**src/rtl/perf_counter_sampler.sv**
```systemverilog
// Sweeps a masked set of mhpmcounter3.. over the perf_counters CSR port and queues
// {seq, idx, value} samples in a first-word-fall-through FIFO for a trace/debug sink.
module perf_counter_sampler #(
  parameter int NumCounters = 6,
  parameter int Xlen        = 64,
  parameter int FifoDepth   = 4
) (
  input  logic                   clk_i,
  input  logic                   rst_ni,
  input  logic                   cfg_en_i,
  input  logic [31:0]            cfg_period_i,
  input  logic [NumCounters-1:0] cfg_mask_i,
  input  logic                   cfg_clear_i,
  input  logic                   trigger_i,
  input  logic                   debug_mode_i,
  input  logic                   csr_busy_i,
  output logic                   perf_req_o,
  output logic [11:0]            perf_addr_o,
  output logic                   perf_we_o,
  output logic [Xlen-1:0]        perf_wdata_o,
  input  logic [Xlen-1:0]        perf_rdata_i,
  output logic                   sample_valid_o,
  input  logic                   sample_ready_i,
  output logic [4:0]             sample_idx_o,
  output logic [15:0]            sample_seq_o,
  output logic                   sample_last_o,
  output logic [63:0]            sample_data_o,
  output logic                   busy_o,
  output logic                   overrun_o,
  input  logic                   overrun_clr_i
);

  localparam logic [11:0] CsrMhpmCounter3  = 12'hB03;
  localparam logic [11:0] CsrMhpmCounter3H = 12'hB83;
  localparam int          PtrW             = $clog2(FifoDepth);

  typedef enum logic [2:0] {
    IDLE,
    RD_LO,
    RD_HI,
    CLR_LO,
    CLR_HI,
    PUSH
  } state_e;

  typedef struct packed {
    logic [15:0] seq;
    logic [4:0]  idx;
    logic        last;
    logic [63:0] data;
  } sample_t;

  function automatic logic [4:0] lowest_set(input logic [NumCounters-1:0] m);
    lowest_set = '0;
    for (int k = NumCounters - 1; k >= 0; k--) begin
      if (m[k]) lowest_set = 5'(k);
    end
  endfunction

  state_e                 state_q;
  logic [4:0]             idx_q;
  logic [NumCounters-1:0] rem_q;
  logic                   clr_q;
  logic [63:0]            data_q;
  logic [15:0]            seq_q;
  logic [31:0]            timer_q;
  logic                   overrun_q;

  logic                   timer_run;
  logic                   fire;
  logic                   start_req;
  logic                   start;
  logic [63:0]            rdata64;
  logic [NumCounters-1:0] idx_onehot;
  logic [NumCounters-1:0] rem_next;
  logic                   last_sample;

  sample_t                fifo_mem [FifoDepth];
  logic [PtrW-1:0]        wr_ptr_q;
  logic [PtrW-1:0]        rd_ptr_q;
  logic [PtrW:0]          count_q;
  logic                   fifo_full;
  logic                   fifo_empty;
  logic                   push;
  logic                   pop;
  sample_t                head;

  assign rdata64 = 64'(perf_rdata_i);

  // ">=" rather than "==" so a period lowered below the running count fires at once
  assign timer_run = cfg_en_i & ~debug_mode_i & (cfg_period_i != 32'd0);
  assign fire      = timer_run & (timer_q >= (cfg_period_i - 32'd1));
  assign start_req = fire | (trigger_i & cfg_en_i);
  assign start     = (state_q == IDLE) & start_req & ~debug_mode_i & (cfg_mask_i != '0);

  assign idx_onehot  = NumCounters'(1) << idx_q;
  assign rem_next    = rem_q & ~idx_onehot;
  assign last_sample = (rem_next == '0);

  assign fifo_full  = (count_q == (PtrW + 1)'(FifoDepth));
  assign fifo_empty = (count_q == '0);
  assign pop        = ~fifo_empty & sample_ready_i;
  assign push       = (state_q == PUSH) & (~fifo_full | pop);

  always_ff @(posedge clk_i or negedge rst_ni) begin
    if (!rst_ni) begin
      timer_q <= '0;
    end else if (timer_run) begin
      timer_q <= fire ? 32'd0 : timer_q + 32'd1;
    end
  end

  always_ff @(posedge clk_i or negedge rst_ni) begin
    if (!rst_ni) begin
      state_q <= IDLE;
      idx_q   <= '0;
      rem_q   <= '0;
      clr_q   <= 1'b0;
      data_q  <= '0;
      seq_q   <= '0;
    end else begin
      case (state_q)
        IDLE: begin
          if (start) begin
            rem_q   <= cfg_mask_i;
            idx_q   <= lowest_set(cfg_mask_i);
            clr_q   <= cfg_clear_i;
            state_q <= RD_LO;
          end
        end
        RD_LO: begin
          if (!csr_busy_i) begin
            if (Xlen == 64) data_q <= rdata64;
            else            data_q[31:0] <= rdata64[31:0];
            state_q <= (Xlen == 32) ? RD_HI : (clr_q ? CLR_LO : PUSH);
          end
        end
        RD_HI: begin
          if (!csr_busy_i) begin
            data_q[63:32] <= rdata64[31:0];
            state_q       <= clr_q ? CLR_LO : PUSH;
          end
        end
        CLR_LO: begin
          if (!csr_busy_i) state_q <= (Xlen == 32) ? CLR_HI : PUSH;
        end
        CLR_HI: begin
          if (!csr_busy_i) state_q <= PUSH;
        end
        PUSH: begin
          if (push) begin
            rem_q <= rem_next;
            if (last_sample) begin
              seq_q   <= seq_q + 16'd1;
              state_q <= IDLE;
            end else begin
              idx_q   <= lowest_set(rem_next);
              state_q <= RD_LO;
            end
          end
        end
        default: state_q <= IDLE;
      endcase
    end
  end

  // A request arriving while a sweep runs is dropped; set has priority over clear
  always_ff @(posedge clk_i or negedge rst_ni) begin
    if (!rst_ni) begin
      overrun_q <= 1'b0;
    end else if (start_req && (state_q != IDLE)) begin
      overrun_q <= 1'b1;
    end else if (overrun_clr_i) begin
      overrun_q <= 1'b0;
    end
  end

  always_ff @(posedge clk_i) begin
    if (push) fifo_mem[wr_ptr_q] <= {seq_q, idx_q, last_sample, data_q};
  end

  always_ff @(posedge clk_i or negedge rst_ni) begin
    if (!rst_ni) begin
      wr_ptr_q <= '0;
      rd_ptr_q <= '0;
      count_q  <= '0;
    end else begin
      if (push) wr_ptr_q <= wr_ptr_q + PtrW'(1);
      if (pop)  rd_ptr_q <= rd_ptr_q + PtrW'(1);
      if (push && !pop)      count_q <= count_q + (PtrW + 1)'(1);
      else if (!push && pop) count_q <= count_q - (PtrW + 1)'(1);
    end
  end

  always_comb begin
    perf_addr_o = '0;
    case (state_q)
      RD_LO, CLR_LO: perf_addr_o = CsrMhpmCounter3 + 12'(idx_q);
      RD_HI, CLR_HI: perf_addr_o = CsrMhpmCounter3H + 12'(idx_q);
      default:       perf_addr_o = '0;
    endcase
  end

  assign perf_req_o   = (state_q == RD_LO) | (state_q == RD_HI) |
                        (state_q == CLR_LO) | (state_q == CLR_HI);
  assign perf_we_o    = ((state_q == CLR_LO) | (state_q == CLR_HI)) & ~csr_busy_i;
  assign perf_wdata_o = '0;
  assign busy_o       = (state_q != IDLE);
  assign overrun_o    = overrun_q;

  // Head fields are forced to zero when empty so the sink never sees stale RAM contents
  assign head           = fifo_mem[rd_ptr_q];
  assign sample_valid_o = ~fifo_empty;
  assign sample_idx_o   = fifo_empty ? 5'd0  : head.idx;
  assign sample_seq_o   = fifo_empty ? 16'd0 : head.seq;
  assign sample_last_o  = ~fifo_empty & head.last;
  assign sample_data_o  = fifo_empty ? 64'd0 : head.data;

endmodule

```
**config.mk**
```make
export PLATFORM = sky130hd
export DESIGN_NAME = perf_counter_sampler
export DESIGN_NICKNAME = d
export VERILOG_FILES = /design/src/rtl/perf_counter_sampler.sv
export SDC_FILE = /design/constraint.sdc
export NUM_CORES = 1
export LEC_CHECK = 0
export CAP_MARGIN = 20
export CORE_MARGIN = 2
export CORE_UTILIZATION = 50
export CTS_CLUSTER_SIZE = 28
export DETAILED_ROUTE_END_ITERATION = 10
export GPL_TIMING_DRIVEN = 0
export PLACE_DENSITY = 0.76
export SLEW_MARGIN = 5
export SYNTH_ARGS = -nofsm -noshare
export SYNTH_HDL_FRONTEND = slang
export SYNTH_SLANG_ARGS = --single-unit
```
**constraint.sdc**
```tcl
create_clock -name clk_i -period 3.6 [get_ports clk_i]
set_input_delay 0.72 -clock clk_i [delete_from_list [all_inputs] [get_ports clk_i]]
set_output_delay 0.72 -clock clk_i [all_outputs]
set_load 0.1 [all_outputs]
```
* Word-level counts from Yosys, hierarchy flattened *
Memory sizes are Yosys's and may differ from the RTL's.
Cells that the tools add are included.

storage, ports and cells
  memories kept = 1
  bits in registers = 135
  memory bits (writable) = 344
  word-level logic and storage cells = 126

cells by class
  $add $sub $neg = 9
  $lt $le $gt $ge = 1
  equality and inequality tests = 13
  shifts and indexed selects = 1
  reduce and logical (&&, ||, !) cells = 26
  muxes and demuxes = 40
  bitwise gates (word level) = 23

memory list
  memory    depth  bits a word  read ports  clocked after memory_dff  write ports  line  text
  fifo_mem  4      86           1           0                         1            78    sample_t fifo_mem [FifoDepth];

operators with widths
  operator               number
  $mux 64                2
  $mux 5                 14
  $mux 32                2
  $pmux 32 s2            1
  $add 32x1->32 const B  1
  $ge 32x32->1           1
  $reduce_bool 32->1     1
  $sub 32x1->32 const B  1
  $mux 3                 9
  $add 12x5->12 const A  2
  $pmux 12 s2            1
  $add 16x1->16 const B  1
  $mux 16                1
  $ne 2x2->1 const B     7
  $mux 6                 2
  $pmux 3 s4             1
  $pmux 6 s2             1
  $and 1x1->1            11
  $pmux 5 s2             1
  $eq 3x3->1 const B     3
  $reduce_and 3->1       3
  $reduce_and 4->1       2
  $reduce_bool 2->1      4
  $reduce_or 2->1        4
  18 further kinds       37

* Longest topological paths before layout *
Gate-level depths: netlist (run 1).

  depth after elaboration = 12
  mapped depth = 19
  gate-level depth less buffers = 17

* Least setup slack after synthesis (run 1) *
Ideal clock, no wire load.

  kind = input to register
  start = input port cfg_period_i[5]
  end = register timer_q[16]
  path buffers = 3
  arrival = 4140 ps
  slack = -672 ps
  stages on the path = 18
  setup time = 132 ps
  data required time = 3468 ps
  cell sequence = or4_1 > or3_1 > clkbuf_1 > nor2_1 > nand3_1 > nor2_1 > nand2_1 > xor2_1 > ha_1 > nand4_1 > nor4_1 > a22oi_1 > o211ai_1 > a31o_2 > and2_4 > buf_2 > clkbuf_1 > nor2_1

between the ends
  longest elaborated chain between the ends = 4
  elaborated cells between the ends (all ways) = 6
  classes of those cells = add/sub (1); order compare (1); mux (1); bitwise (2); reduce/logical (1)

RTL lines
  item                                                 line    text
  start, declared                                      11      input logic [31:0] cfg_period_i,
  $sub 32x1->32 or $reduce_bool 32->1 (tied branches)  92, 91
  $ge 32x32->1 or $and 1x1->1 (tied branches)          92, 91
  $and 1x1->1                                          92      assign fire = timer_run & (timer_q >= (cfg_period_i - 32'd1));
  $mux 32                                              109     timer_q <= fire ? 32'd0 : timer_q + 32'd1;
  end signal, assigned                                 109
  end, declared                                        66      logic [31:0] timer_q;

Parallel ways exist; a longest one is shown, timed or not.
A chain may end at the register's enable or synchronous reset.

* Worst setup path in the final report (run 1) *
  start = input port cfg_period_i[10]
  end = register rem_q[0]

between the ends
  longest elaborated chain between the ends = 9
  elaborated cells between the ends (all ways) = 11
  classes of those cells = add/sub (1); order compare (1); eq/ne (1); bitwise (6); reduce/logical (2)

RTL lines
  item                                                 line    text
  $sub 32x1->32 or $reduce_bool 32->1 (tied branches)  92, 91
  $ge 32x32->1 or $and 1x1->1 (tied branches)          92, 91
  $and 1x1->1 *                                        92
  $or 1x1->1 *                                         93      assign start_req = fire | (trigger_i & cfg_en_i);
  $and 1x1->1 * (3 in series)                          94      assign start = (state_q == IDLE) & start_req & ~debug_mode_i & (cfg_mask_i != '0);
  $ne 2x2->1 (no line) *                               n/a
  $reduce_and 3->1 (no line) *                         n/a
  end signal, assigned                                 125     rem_q <= cfg_mask_i;
  end signal, assigned                                 152     rem_q <= rem_next;
  end, declared                                        62      logic [NumCounters-1:0] rem_q;

Mark *: on every way between the ends. The rest lies on a longest branch, timed or not.

==> results of run 1 <==
[metal layers]
| metal | share of wire (%) | wire, microns | GRT usage (%) | vias to the layer above |
|---|---|---|---|---|
| met4 | 2.8 | 1380 | 6.62 | 0 |
| met5 | 0 | 0 | 0 | - |
| met2 | 51 | 24500 | 38.2 | 505 |
| li1 | - | - | - | 5805 |
| met1 | 39 | 19100 | 28.9 | 6450 |
| met3 | 7.3 | 3510 | 3.68 | 88 |
[cell usage after synthesis (34+ instances only)]
master	instances	area (sq um)
dfrtp_1	133	3330
and2_1	96	601
o21ai_0	52	260
mux4_2	84	1890
buf_4	72	541
clkbuf_1	50	188
nor2_1	63	236
nand2_1	87	327
mux2_2	34	383
xnor2_1	38	333
xor2_1	39	342
edfxtp_1	336	10100
a21oi_1	52	260
ha_1	45	563
[placed cells by master (no fill, tap or decap), types with 17 or more instances in the layout]
| master | synthesis | routed |
|---|---|---|
| o21ai_0 | 52 | 51 |
| and2_1 | 96 | 92 |
| conb_1 | 1 | 70 |
| buf_4 | 72 | 96 |
| clkbuf_16 | 0 | 48 |
| nor3b_1 | 33 | 33 |
| nand3_1 | 21 | 19 |
| ha_1 | 45 | 44 |
| xnor2_1 | 38 | 38 |
| mux2_2 | 34 | 34 |
| nand2_1 | 87 | 85 |
| inv_1 | 19 | 17 |
| clkbuf_1 | 50 | 43 |
| clkdlybuf4s50_1 | 0 | 97 |
| buf_2 | 2 | 43 |
| a21oi_1 | 52 | 48 |
| clkdlybuf4s15_2 | 0 | 27 |
| clkbuf_2 | 0 | 24 |
| dfrtp_1 | 133 | 132 |
| edfxtp_1 | 336 | 336 |
| mux4_2 | 84 | 84 |
| nor2_1 | 63 | 46 |
| xor2_1 | 39 | 38 |
[worst paths after layout]
path	endpoint	slack [ns]	cells past startpoint
min in group clk_i	count_q[2]	0.49	1
worst min register to register	count_q[2]	0.49	1
worst max register to register	seq_q[15]	0.31	9
worst max-delay path	rem_q[0]	-0.35	18
worst min-delay path	data_q[18]	0.16	1
max in group asynchronous	rd_ptr_q[0]	2.60	2
[cells by family after synthesis]
kind of cell / synth area share, %
AOI/OAI and AO/OA: 4.26
xor gates and xnor gates: 3.23
adders and majority gates: 2.84
buffers and inverters: 4.19
DFF: 64.3
muxes: 11.0
other: 0.0180
and+or+nand+nor: 10.2
[registers in the layout (all words and copies together) (netlist names)]
name and count:
count_q 3, rem_q 6, clr_q 1, wr_ptr_q 2
fifo_mem 336, state_q 3, rd_ptr_q 2, idx_q 3
seq_q 16, timer_q 32, data_q 64, overrun_o 1
[critical path, cell delays in order]
cell	delay, ns
buf_8	0.09
or4_4	0.53
or3_4	0.39
buf_6	0.14
nor2_4	0.14
buf_6	0.13
nand2_2	0.06
nor3_2	0.20
xnor2_1	0.18
ha_1	0.29
a21oi_2	0.12
o21ai_1	0.07
a22oi_1	0.16
o211ai_1	0.12
a31o_2	0.26
and2_4	0.19
o21ba_4	0.23
a221o_1	0.33
[repair_timing]
item                                   in CTS  in global routing
hold buffers                                0                  0
cloned                                      0                  2
endpoints found under the hold margin       0                  0
setup endpoints to repair                 138                 67
pin swaps                                  17                 23
gates resized for setup                   405                 84
buffers inserted                           16                  8
[final cells by class]
class                   instances  area [sq um]  share of cell area, %
flip-flops and latches        469         13400                   51.8
multi-input cells             854          7140                   27.6
repair buffers                237          2190                   8.48
clock buffers                  66          1310                   5.05
plain buffers                 134           866                   3.34
well taps                     532           666                   2.57
clock inverters                17           221                  0.855
inverters                      19          71.3                  0.275
diodes                          3          7.51                 0.0290
[through the flow]
| stage | worst slack, ns | hold slack (ns) | utilization, % | TNS, ns |
|---|---|---|---|---|
| floorplan | -0.524 | 0.424 | - | -15.62 |
| detailed placement | -1.45 | 0.481 | 58.6 | -117.17 |
| global placement | -4.01 | 0.464 | 58.3 | -885.65 |
| global route | -0.485 | 0.198 | 63.1 | -17.20 |
| CTS | -0.315 | 0.174 | 62.5 | -8.49 |
| finish | -0.348 | 0.156 | 63.1 | -10.84 |
==> metrics.txt, run 1 <==
final hold violations 0; relative slew slack between 30 and 40%; DR WL/cell between 20 and 25 microns; post-layout min period just under 4 ns; initial core utilization 50.9%; DPL Wire Length roughly 32 mm; Starting DRT DRC Count approximately 1000; Placeable Area 41000 sq um; crit path max fanout 7; Crit path arrival time about 4.4 ns; die extent in y between 200 and 250 microns; total gr overflow 0; Cells after DPL around 2200; r2r startpoint idx_q[0]; TritonCTS buffer count 45; status finished, violations left; Final setup viols 42; root buffer cell clkbuf_16; synthesis-stage register bit count between 400 and 500; Yosys cell types 65; Mapped Cells 1412; initial antenna violation count 2; die boundary width approximately 210 microns; post-synthesis async set-or-reset flop share between 20% and 30%; # IOs between 200 and 300; Fill cells 3044; fin crit share 110%; Yosys warning total 0; htree depth 2; fin cells between 2000 and 2500; maximum capacitance violations 0; Hold Path Class in -> async; clk buf depth 3; top_reg_cell synth edfxtp_1; EDFF count, synth 336; WP data required 4.01 ns; drt via density around 5.5; fin worst setup slack -0.348 ns; via count ~13000; placed cell area about 24000 sq um; Startpoint Class primary input; GR Util All Layers 22.1%; Least-Margin Pin Slew between 1 and 1.5 ns; failing checks negative setup slack; unrepaired setup endpoints after global routing yes; Row Count 74; clock skew 0.0169 ns; nets roughly 1900; Antenna Nets Post-Route 0; 1st-pass router iterations 5; vias in the first global route around 13000; CP endpoint kind register; clk sinks roughly 470; CTS tree done; fmax about 0.25 GHz; DRC viols 0; GPL Wtd Cong around 0.90; Post-Layout Inst Area ~26000 sq um; synthesized cell area 20900 sq um; clock-pin slew on the worst setup and hold paths roughly 0.06 ns; Worst Setup SP cfg_period_i[10]; CP Class in -> reg; Slew Limit Fails 0; WL final around 48 mm; Area growth syn-to-layout 24.1%; largest net degree at the start of global routing 74; IO buf count just over 200; Worst-Skew Late Latency 0.54 ns; global-route wire length before repair about 74 mm; layout cells sized above 1 about a quarter; Mean Syn Cell Area ~15 sq um; post-synthesis sequential area ratio 64.3%; die area between 40000 and 50000 sq um
Power of run 1 is not shown: default switching activity piles up to over one toggle a cycle in this logic, so the estimate is an artifact.
==> run 2, diff against run 1 <==
CORE_MARGIN = 4   (was 2)
==> run 2 against run 1 <==
The flow still finishes with violations (negative setup slack). Fmax grew 1.4%. Critical endpoint is now overrun_o. Cell count is essentially flat. Die area grew 3.9%. Routed wire length grew 1.1%. Cell area grew 0.52%. Critical path depth grew 1. Sequential share of layout area shrank 0.27 points. Register-to-register slack is essentially flat. Global-route usage shrank 0.65 points. Clock skew is essentially flat. Sequential cell count is the same. Via count shrank 0.28%.
==> metrics.txt, run 2 (synthesized netlist as in run 1, its figures left out) <==
total gr overflow 0 (unchanged); status finished, violations left; largest net degree at the start of global routing 70 (-5.4%); Starting DRT DRC Count 925 (-9.3%); clk buf depth 3 (unchanged); fin util 63.4% (+0.33 points); via count 12800 (-0.28%); DP Worst Slack -1.48 ns (-0.0275 ns); crit path max fanout 7 (unchanged); die area 45100 sq um (+3.9%); cell mode on critical path buf_6; Least-Margin Pin Slew 1.02 ns (+0.0182 ns); Top delay family on crit path simple AND/OR/NAND/NOR gates; fin worst setup slack -0.293 ns (+0.0550 ns); die extent in y 212 microns (+1.9%); global-route wire length before repair 74.7 mm (+1.3%); failing checks negative setup slack; layout cells sized above 1 26.5% (+0.78 points); Hold Path Class in -> async; clk sinks 469 (unchanged); Slew Limit Fails 0 (unchanged); Crit path arrival time 4.31 ns (-0.05 ns); WP data required 4.02 ns (about the same); initial core utilization 50.9% (unchanged); Row Count 74 (unchanged); Buf/Inv on CP 3 (unchanged); initial antenna violation count 3 (+1); Area growth syn-to-layout 24.8%; commonest non-fill, non-tap cell in the layout edfxtp_1; Hold Slack 0.152 ns (-0.00357 ns); DRC viols 0 (unchanged); Antenna Nets Post-Route 0 (unchanged); maximum capacitance violations 0 (unchanged); final hold violations 0 (unchanged); Fill cells 2952 (-3.0%); fmax 0.257 GHz (+1.4%); setup tns final -7.32 ns (+3.52 ns); Slowest-stage cell, CP or4_4; Multi-input gate area 7200 sq um (+0.88%); # IOs 278 (unchanged); htree depth 2 (unchanged); Final setup viols 43 (+2.4%); die boundary width 212 microns (+1.9%); max incr delay on CP 0.53 ns (about the same); Top reg by flops fifo_mem; number of flip-flops in the largest register 336 (unchanged); root buffer cell clkbuf_16; Top Registers fifo_mem: 336 flops, data_q: 64 flops, timer_q: 32 flops; DR WL/cell 21.0 microns (+1.0%); vias in the first global route 13300 (+1.7%); post-layout min period 3.89 ns (-0.0550 ns); fin crit share 108% (-1.5 points); TritonCTS buffer count 46 (+2.2%); CP cell instances buf_6, or4_4, or3_4, buf_6, nor2_4, nand3_4, nor2_4, nand2_2, xor2_1, ha_1, nand4_1, nor2_1, a22oi_1, o211ai_1, a31o_2, and2_4, buf_6, nor2_1, o22ai_1; drt via density 5.49 (-0.37%); GR Util All Layers 21.5% (-0.65 points); Storage cell area 13400 sq um (unchanged); Startpoint Class primary input; Worst-Skew Late Latency 0.56 ns (+0.02 ns); most frequent cells in the layout 336 x edfxtp_1, 132 x dfrtp_1, 97 x clkdlybuf4s50_1; CP endpoint kind register; WL final 49.0 mm (+1.1%); unrepaired setup endpoints after global routing yes; Placeable Area 41000 sq um (unchanged); clock-pin slew on the worst setup and hold paths 0.06 ns (about the same); nets 1919 (+0.10%); CP Class in -> reg; relative slew slack 31.5% (-1.2 points); clock skew 0.0172 ns (+0.000280 ns); DPL Wire Length 32.5 mm (+0.84%); 1st-pass router iterations 5 (unchanged); IO buf count 206 (unchanged); CTS Hold Bufs 0 (unchanged); GPL Wtd Cong 0.886 (-2.0%); CTS tree done
## run 2: cell types whose count changed in the layout (fill, tap and decap cells not counted), moves of 3 or more
cell	delta
dlygate4sd2_1	+3
inv_6	+4
clkdlybuf4s15_2	-3
clkbuf_1	-5
nor2_1	-11
nor2_4	+10
## run 2: area by class of cell
| type | instances | share of cell area [%] |
|---|---|---|
| multi-input cells | 854 | 27.7 |
| diodes | 1 | 0.00962 |
| plain buffers | 133 | 3.30 |
| inverters | 19 | 0.274 |
| flip-flops and latches | 469 | 51.6 |
| well taps | 532 | 2.56 |
| repair buffers | 239 | 8.48 |
| clock buffers | 60 | 5.01 |
| clock inverters | 26 | 1.13 |
## run 2: timing repair
action / CTS / global route
cloned: 3 / 1
pin swaps: 37 / 39
gates resized for setup: 423 / 81
setup endpoints to repair: 139 / 83
setup buffers: 16 / 8
## run 2: final timing paths
check / endpoint / slack, ns / from / cells past startpoint
max in group asynchronous: seq_q[3] / 2.62 / rst_ni / 2
worst max-delay path: overrun_o / -0.29 / cfg_period_i[13] / 19
worst max register to register: seq_q[11] / 0.31 / idx_q[0] / 9
worst min register to register: count_q[2] / 0.50 / count_q[2] / 1
min in group clk_i: count_q[2] / 0.50 / count_q[2] / 1
worst min-delay path: data_q[20] / 0.15 / rst_ni / 1
## run 2: worst reg2reg max path, cell delays in order, from the launching register on
cell      delay, ns
dfrtp_1        0.50
inv_1          0.16
ha_1           0.27
o221ai_1       0.23
nor3_1         0.68
and2_0         0.38
and4_1         0.34
and3_1         0.29
nand3_1        0.15
xnor2_1        0.16
## run 2: per-layer routing
| metal | vias to the layer above | track usage, % | wire [microns] |
|---|---|---|---|
| met2 | 469 | 36.1 | 24700 |
| met4 | 4 | 6.26 | 1130 |
| met3 | 81 | 4.21 | 3610 |
| met1 | 6442 | 28.8 | 19500 |
| met5 | - | 0 | 27 |
| li1 | 5816 | - | - |
## run 2: stage by stage
step                instances  area [sq um]
finish                   2333         26000
detailed placement       2224         24000
global route             2333         26000
global placement         2219         23900
CTS                      2324         25800
floorplan                1481         21200
Power of run 2 is left out for the same reason.
==> run 3, diff against run 2 <==
CORE_UTILIZATION = 40   (was 50)
GPL_TIMING_DRIVEN = not set   (was 0)
PLACE_DENSITY = not set   (was 0.76)
==> run 3 against run 2 <==
The run still ends with negative setup slack left. Die area rose by 24%. Sequential cell count did not move. Utilization fell by 13 points. Critical endpoint is now rem_q[2].
==> metrics.txt, run 3 (synthesized netlist as in run 1, its figures left out) <==
Row Count 83 (+12%); layout cells sized above 1 25.4% (-1.1 points); setup tns final -0.889 ns (+6.43 ns); via count 12100 (-5.6%); Crit path arrival time 4.18 ns (-0.13 ns); DR WL/cell 19.7 microns (-6.0%); Startpoint Class primary input; CP endpoint kind register; unrepaired setup endpoints after global routing yes; vias in the first global route 12700 (-4.0%); WP data required 4.06 ns (+0.04 ns); htree depth 2 (unchanged); Antenna Nets Post-Route 0 (unchanged); # IOs 278 (unchanged); most frequent cells in the layout 336 x edfxtp_1, 131 x dfrtp_1, 126 x buf_4; Placeable Area 51500 sq um (+26%); fmax 0.269 GHz (+4.8%); Final setup viols 11 (-74%); die area 55900 sq um (+24%); Hold Slack 0.153 ns (+0.000536 ns); DRC viols 0 (unchanged); 1st-pass router iterations 5 (unchanged); drt via density 5.02 (-8.6%); commonest non-fill, non-tap cell in the layout edfxtp_1; clk sinks 469 (unchanged); Starting DRT DRC Count 683 (-26%); GR Util All Layers 16.9% (-4.6 points); relative slew slack 34.4% (+2.9 points); TritonCTS buffer count 50 (+8.7%); clock-pin slew on the worst setup and hold paths 0.06 ns (about the same); Top reg by flops fifo_mem; Least-Margin Pin Slew 0.981 ns (-0.0394 ns); total gr overflow 0 (unchanged); Post-Layout Inst Area 26100 sq um (+0.44%); crit path max fanout 5 (-2); fin worst setup slack -0.116 ns (+0.177 ns); clk buf depth 3 (unchanged); Slew Limit Fails 0 (unchanged); CP Class in -> reg; failing checks negative setup slack; root buffer cell clkbuf_16; post-layout min period 3.72 ns (-0.177 ns); die boundary width 236 microns (+11%); initial antenna violation count 1 (-2); clock skew 0.0174 ns (+0.000214 ns); CTS Hold Bufs 0 (unchanged); GPL Wtd Cong 0.819 (-7.6%); WL final 47.5 mm (-2.9%); number of flip-flops in the largest register 336 (unchanged); largest net degree at the start of global routing 67 (-4.3%); Top Registers fifo_mem: 336 flops, data_q: 64 flops, timer_q: 32 flops; Worst-Skew Late Latency 0.58 ns (+0.02 ns); Area growth syn-to-layout 25.3%; maximum capacitance violations 0 (unchanged); fin crit share 103% (-4.9 points); placed cell area 24400 sq um (+1.3%); nets 1846 (-3.8%); die extent in y 236 microns (+11%); DPL Wire Length 31.1 mm (-4.5%); CTS tree done; initial core utilization 40.5% (-10 points); Hold Path Class in -> async; global-route wire length before repair 74.1 mm (-0.81%); status finished, violations left; final hold violations 0 (unchanged); IO buf count 207 (+0.49%)
-- run 3: cell types whose count changed in the layout (fill, tap and decap cells not counted), sizes merged, moves of 16 or more --
cell | before | now
buf | 165 | 194
clkbuf | 123 | 73
clkdlybuf4s15 | 27 | 2
dlygate4sd2 | 17 | 1
-- run 3: final timing paths --
kind / from / endpoint / slack (ns) / cells past startpoint
worst min register to register: count_q[2] / count_q[2] / 0.48 / 1
worst min-delay path: rst_ni / data_q[22] / 0.15 / 1
max in group asynchronous: rst_ni / data_q[58] / 2.70 / 2
worst max-delay path: cfg_period_i[5] / rem_q[2] / -0.12 / 18
min in group clk_i: count_q[2] / count_q[2] / 0.48 / 1
worst max register to register: idx_q[0] / seq_q[11] / 0.75 / 9
-- run 3: cell type report --
cell class	count	area, sq um
clock inverters	21	190
well taps	680	851
repair buffers	295	3160
inverters	19	71.3
multi-input cells	854	7040
clock buffers	71	1400
diodes	1	2.50
flip-flops and latches	469	13400
fillers	4425	25400
-- run 3: per-layer routing --
layer | up-vias | share of wire [%] | track usage [%]
li1 | 5682 | - | -
met1 | 6102 | 45 | 23.5
met5 | - | 0 | 0
met4 | 0 | 1.7 | 3.64
met3 | 62 | 4.5 | 3.23
met2 | 253 | 49 | 27.9
-- run 3: worst max-delay path, stage by stage --
cell	delay (ns)
buf_6	0.09
or4_4	0.57
or3_4	0.37
nor2_4	0.15
nand3_4	0.11
nor2_4	0.13
nand2_2	0.05
xor2_1	0.14
ha_1	0.31
nand4_1	0.16
nor2_1	0.07
a22oi_1	0.20
o211ai_1	0.12
a31o_2	0.26
and2_4	0.19
o21ba_4	0.21
buf_6	0.12
a22o_1	0.19
-- run 3: repair_timing --
item | CTS | global route
setup buffers | 5 | 3
pin swaps | 31 | 21
setup endpoints to repair | 43 | 42
gates resized for setup | 62 | 20
-- run 3: stage by stage --
stage          worst slack [ns]  instances  utilization, %
2_1_floorplan            -0.524       1481               -
3_3_place_gp              -1.13       2309            47.3
3_5_place_dp              -1.21       2309            47.3
4_1_cts                  -0.111       2406            50.6
5_1_grt                  -0.231       2409            50.7
6_report                 -0.116       2410            50.7
Power of run 3 is left out for the same reason.
